`src/rtl/gray_ptr_sync_if.sv`:
```
// gray_ptr_sync_if
//   Groups the signals of a Gray pointer synchroniser.
//   master : source/consumer side (drives gray_in, err_clr; receives status)
//   slave  : the synchroniser itself
// Signals:
//   gray_in  [WIDTH] Gray pointer from the source domain (asynchronous)
//   err_clr  [1]     clears the sticky error flag
//   gray_out [WIDTH] synchronised Gray pointer
//   valid    [1]     chain holds only post-reset samples
//   upd      [1]     gray_out changed this cycle
//   err      [1]     sticky multi-bit-step error
interface gray_ptr_sync_if #(
  parameter int WIDTH = 8
);
  logic [WIDTH-1:0] gray_in;
  logic             err_clr;
  logic [WIDTH-1:0] gray_out;
  logic             valid;
  logic             upd;
  logic             err;

  modport master (
    output gray_in, err_clr,
    input  gray_out, valid, upd, err
  );

  modport slave (
    input  gray_in, err_clr,
    output gray_out, valid, upd, err
  );
endinterface

```
`src/rtl/gray_ptr_sync.sv`:
```
// gray_ptr_sync
//   Destination-domain synchroniser for a Gray-coded pointer. A STAGES-deep
//   flop chain resynchronises gray_in; the last stage is presented directly
//   as gray_out. Adds a warm-up valid flag, a per-change update pulse and an
//   optional sticky checker for illegal (multi-bit) Gray steps.
// Configuration:
//   GRAY_PTR_SYNC_CHECK_EN defined   -> multi-bit-step checker and err register
//   GRAY_PTR_SYNC_CHECK_EN undefined -> err tied to 0, err_clr ignored
// Parameters:
//   WIDTH  pointer width (>= 2)
//   STAGES synchroniser depth (>= 2)
// Ports:
//   clk  destination clock, rising edge
//   rst  synchronous active-high reset
//   bus  gray_ptr_sync_if.slave (gray_in, err_clr, gray_out, valid, upd, err)
module gray_ptr_sync #(
  parameter int WIDTH  = 8,
  parameter int STAGES = 2
) (
  input  logic                clk,
  input  logic                rst,
  gray_ptr_sync_if.slave      bus
);

  localparam int CW = $clog2(STAGES + 1);
  localparam logic [CW-1:0] WCNT_FULL = CW'(STAGES);

  logic [WIDTH-1:0] sync [STAGES];
  logic [WIDTH-1:0] prev;
  logic [CW-1:0]    wcnt;
  logic [CW-1:0]    wcnt_nxt;
  logic             valid_q;

  // Plain flop chain: no logic may sit between stages, otherwise glitches
  // from the asynchronous bus could be captured.
  // NOTE: sequential state uses non-blocking assignments so every stage
  // samples the previous stage's old value on the same edge.
  always_ff @(posedge clk) begin
    if (rst) begin
      // NOTE: the chain is an array but must still be reset element by
      // element, since reset has to discard every in-flight sample.
      for (int k = 0; k < STAGES; k++) sync[k] <= '0;
      prev <= '0;
    end else begin
      sync[0] <= bus.gray_in;
      for (int k = 1; k < STAGES; k++) sync[k] <= sync[k-1];
      prev <= sync[STAGES-1];
    end
  end

  // Warm-up counter saturates at STAGES. valid is registered from the next
  // count so it rises right after the STAGES-th edge with rst low.
  // NOTE: always_comb outputs get a default first so no latch is inferred.
  always_comb begin
    wcnt_nxt = wcnt;
    if (wcnt != WCNT_FULL) wcnt_nxt = wcnt + 1'b1;
  end

  always_ff @(posedge clk) begin
    if (rst) begin
      wcnt    <= '0;
      valid_q <= 1'b0;
    end else begin
      wcnt    <= wcnt_nxt;
      valid_q <= (wcnt_nxt == WCNT_FULL);
    end
  end

  assign bus.gray_out = sync[STAGES-1];
  assign bus.valid    = valid_q;
  // Derived from registers only, never from gray_in.
  assign bus.upd      = valid_q & (sync[STAGES-1] != prev);

`ifdef GRAY_PTR_SYNC_CHECK_EN
  logic [WIDTH-1:0] diff;
  logic             step_bad;
  logic             err_q;

  // More than one bit set <=> clearing the lowest set bit leaves a nonzero.
  assign diff     = sync[STAGES-1] ^ prev;
  assign step_bad = valid_q & ((diff & (diff - 1'b1)) != '0);

  // Set has priority over clear so a simultaneous bad step is never lost.
  always_ff @(posedge clk) begin
    if (rst)               err_q <= 1'b0;
    else if (step_bad)     err_q <= 1'b1;
    else if (bus.err_clr)  err_q <= 1'b0;
  end

  assign bus.err = err_q;
`else
  logic unused_err_clr;
  assign unused_err_clr = bus.err_clr;
  assign bus.err        = 1'b0;
`endif

endmodule

```
`src/flat_wrapper.sv`:
```
// flat-port wrapper written by rule: the top's interface ports become plain ports
module gray_ptr_sync_flat 
#(
  parameter int WIDTH  = 8,
  parameter int STAGES = 2
)
  (clk, rst, bus_gray_in, bus_err_clr, bus_gray_out, bus_valid, bus_upd, bus_err);
  gray_ptr_sync_if #(.WIDTH(WIDTH)) bus_i ();
  input  logic clk;
  input  logic rst;
  input wire logic [$bits(bus_i.gray_in)-1:0] bus_gray_in;
  input wire logic [$bits(bus_i.err_clr)-1:0] bus_err_clr;
  output wire logic [$bits(bus_i.gray_out)-1:0] bus_gray_out;
  output wire logic [$bits(bus_i.valid)-1:0] bus_valid;
  output wire logic [$bits(bus_i.upd)-1:0] bus_upd;
  output wire logic [$bits(bus_i.err)-1:0] bus_err;
  assign bus_i.gray_in = bus_gray_in;
  assign bus_i.err_clr = bus_err_clr;
  assign bus_gray_out = bus_i.gray_out;
  assign bus_valid = bus_i.valid;
  assign bus_upd = bus_i.upd;
  assign bus_err = bus_i.err;
  gray_ptr_sync #(.WIDTH(WIDTH), .STAGES(STAGES)) u_core (.clk(clk), .rst(rst), .bus(bus_i));
endmodule
```
`config.mk`:
```
export PLATFORM = sky130hd
export DESIGN_NAME = gray_ptr_sync_flat
export DESIGN_NICKNAME = d
export VERILOG_FILES = /design/src/rtl/gray_ptr_sync_if.sv /design/src/rtl/gray_ptr_sync.sv /design/src/flat_wrapper.sv
export SDC_FILE = /design/constraint.sdc
export NUM_CORES = 1
export LEC_CHECK = 0
export ABC_AREA = 1
export BUFFER_PORTS_ARGS = -buffer_cell sky130_fd_sc_hd__buf_2
export CORE_MARGIN = 8
export CORE_UTILIZATION = 40
export CTS_CLUSTER_DIAMETER = 200
export DETAILED_ROUTE_END_ITERATION = 7
export HOLD_SLACK_MARGIN = 0.03
export PLACE_DENSITY_LB_ADDON = 0.3
export SYNTH_ARGS = -nofsm -noshare
export SYNTH_HDL_FRONTEND = slang
export SYNTH_SLANG_ARGS = --single-unit
```
`constraint.sdc`:
```
create_clock -name clk -period 1.3 [get_ports clk]
set_input_delay 0.13 -clock clk [delete_from_list [all_inputs] [get_ports clk]]
set_output_delay 0.13 -clock clk [all_outputs]
set_load 0.01 [all_outputs]
```
==> impl_metrics.ini <==
[outcome]
status = finished with violations
violations = negative setup slack

[route]
post_drt_wl_per_cell_um = 8.18
wl_met1_um = 633
vias = 717
drt_iter0_drc = 6
routed-wl-met2_um = 719
drc = 0
top_layer_used = met4
wl_met3_um = 135
antenna_left = 0
first_pass_iters = 2
wl_um = 1510
vias_per_cell = 3.90

[synthesis]
synth.net_count = 146
synth_area_sq_um = 980
synth_most_common_cell = inv_1
yosysTopAreaCellShare_pct = 53.1
synthFlopType = dfxtp_1
synth_area_leaders = dfxtp_1 (53%), inv_1 (13%), nor2_1 (12%), nand2_1 (10%), buf_4 (8.4%)
yosys_register_bits = 26
seq_area_frac_synth_pct = 53.1
netlist-cell-type-count = 10
syn_area_per_cell_sq_um = 7.31
syn_inst = 134
synth_edf_count = 0
postSynth.asyncResetShare_pct = 0
ys_warn_count = 0
yosysTopAreaCell = dfxtp_1
synth_common_cells = inv_1 (33), nor2_1 (31), dfxtp_1 (26), nand2_1 (26), buf_4 (11)

[timing]
fin_ws_ns = -0.0999
grt_setup_unrepaired = true
finClkSkew_ns = 0.00809
tns_ns = -0.0999
drv_slew = 0
min_period_ns = 1.40
max_freq_mhz = 714
hold_viol = 0
setup_viol = 1
period_share_pct = 108

[critical_path]
arrival_ns = 1.27
worst-setup-path-type = flop to output port
worstReg2RegStart = u_core.wcnt[1]
crit_chain = inv_2 > nand2_1 > nand2_1 > nor2_1 > nand2_1 > nor2_1 > nor2_1 > buf_2
cp_top_family = simple AND/OR/NAND/NOR gates
path_max_fanout = 3
max_stage_delay_ns = 0.37
r2r_cells = 4
critPathSlowestCell = dfxtp_2
cp-end-kind = output port
crit_start = u_core.sync[0][15]
worstSetupPathDepth = 8
startpoint_type = flop
worst-path-buf-inv = 2
cp_data_required_time_ns = 1.17

[final_layout]
final_util_pct = 49.5
regArea_sq_um = 532
syn2layout_area_growth_pct = 20.6
final_cells = 184
fin_area_sq_um = 1180
drive_above_1_share_pct = 27.3
diodes = 0
fin_nets = 167
multiInputGateArea_sq_um = 241
num-fill-cells = 247

[grt]
grt_pass1_vias = 687
antenna_found_initial = 0
grt.overflow.total = 0
grt_max_degree = 27
grt_pass1_wl_um = 2670
track_usage_pct = 7.94

[floorplan]
die_h_um = 65.5
die_area_sq_um = 4290
start_util_pct = 41.0
rows = 18
boundaryPins = 22
die_width_um = 65.5
core_area_sq_um = 2390

[power_and_ir_drop]
peakVddDrop_uv = 750
powerDensity_nw_per_um2 = 1320
leakage_nw = 0.620

[clock_network]
cts_tree = built
clock_latency_ns = 0.31
clkSinkCount = 26
clockBufferDepth = 2
htreeDepth = 1
cts_buffers = 3
root_buffer = clkbuf_4
clk_pin_slew_worst_paths_ns = 0.14

[worst_hold_path]
hold_depth = 2
hold_path.class = input port to flop
hp-start = rst

[place]
place_area_sq_um = 1020
dp_cells = 171
dp_hpwl_um = 1070
routabilityCongestion = 0.681
numPortBuffers = 19

[job]
drv_cap = 0
stage by stage:
stage | hold slack, ns | setup slack (ns) | total power [mW]
final | 0.228 | -0.0999 | 1.56
after detailed placement | 0.338 | 0.224 | 1.02
after global placement | 0.330 | 0.237 | 1.02
after global routing | 0.229 | -0.238 | 1.66
after CTS | 0.215 | -0.122 | 1.59
after floorplan | 0.237 | 0.420 | 0.990
cells in the final DEF (no fill, tap or decap), drive strengths merged:
| master | Yosys | layout |
|---|---|---|
| inv | 36 | 36 |
| dlygate4sd3 | 0 | 8 |
| nor2 | 32 | 32 |
| buf | 12 | 20 |
| nand2 | 26 | 26 |
| ha | 1 | 1 |
| conb | 1 | 1 |
| dfxtp | 26 | 26 |
| clkbuf | 0 | 3 |
| bufinv | 0 | 1 |
power breakdown:
group / switching, mW / total [mW] / internal, mW
Clock: 0.222 / 0.534 / 0.312
Sequential: 0.0179 / 0.858 / 0.841
Combinational: 0.0883 / 0.167 / 0.0784
Total: 0.328 / 1.56 / 1.23
layer usage:
metal / vias up / global-route usage [%]
li1: 396 / -
met1: 304 / 7.31
met2: 15 / 13.8
met3: 2 / 3.40
met4: 0 / 5.72
met5: - / 0
kinds of logic after synthesis:
group                    Yosys count  share of synthesized area, %
other                              1                         0.383
buffers and inverters             48                          22.7
adder cells (fa/ha/maj)            1                          1.28
AND/OR/NAND/NOR                   58                          22.5
flip-flops                        26                          53.1
worst reg2reg max path: cells and delay by family, from the launching register on:
family,cells,cell delay [ns]
adder cells (fa/ha/maj),1,0.26
flip-flops,1,0.34
buffers and inverters,2,0.10
AND/OR/NAND/NOR,1,0.03
flip-flops by register name (all words and copies together) (netlist names):
name / flops
u_core.wcnt: 2
u_core.prev: 8
u_core.sync: 16
path summary, 6_finish.rpt:
kind | endpoint | slack, ns
hold / removal | u_core.sync[0][14] | 0.23
hold reg to reg | u_core.sync[0][10] | 0.40
setup reg to reg | u_core.wcnt[1] | 0.45
setup / recovery | bus_upd | -0.1
area by class of cell:
type	instances	area share (%)
multi-input combinational	60	20.4
clock buffer	3	1.91
inverter	36	11.4
tap	30	3.18
sequential	26	45.0
clock inverter	1	2.54
timing repair buffer	28	15.5
what timing repair did:
item,4_1_cts,5_1_grt
setup endpoints to repair,1,1
setup buffers,0,1
endpoints found under the hold margin,8,0
gates resized for setup,7,7
hold buffers,8,0
pin swaps,3,9
No activity file was read; power rests on OpenSTA's default activity.
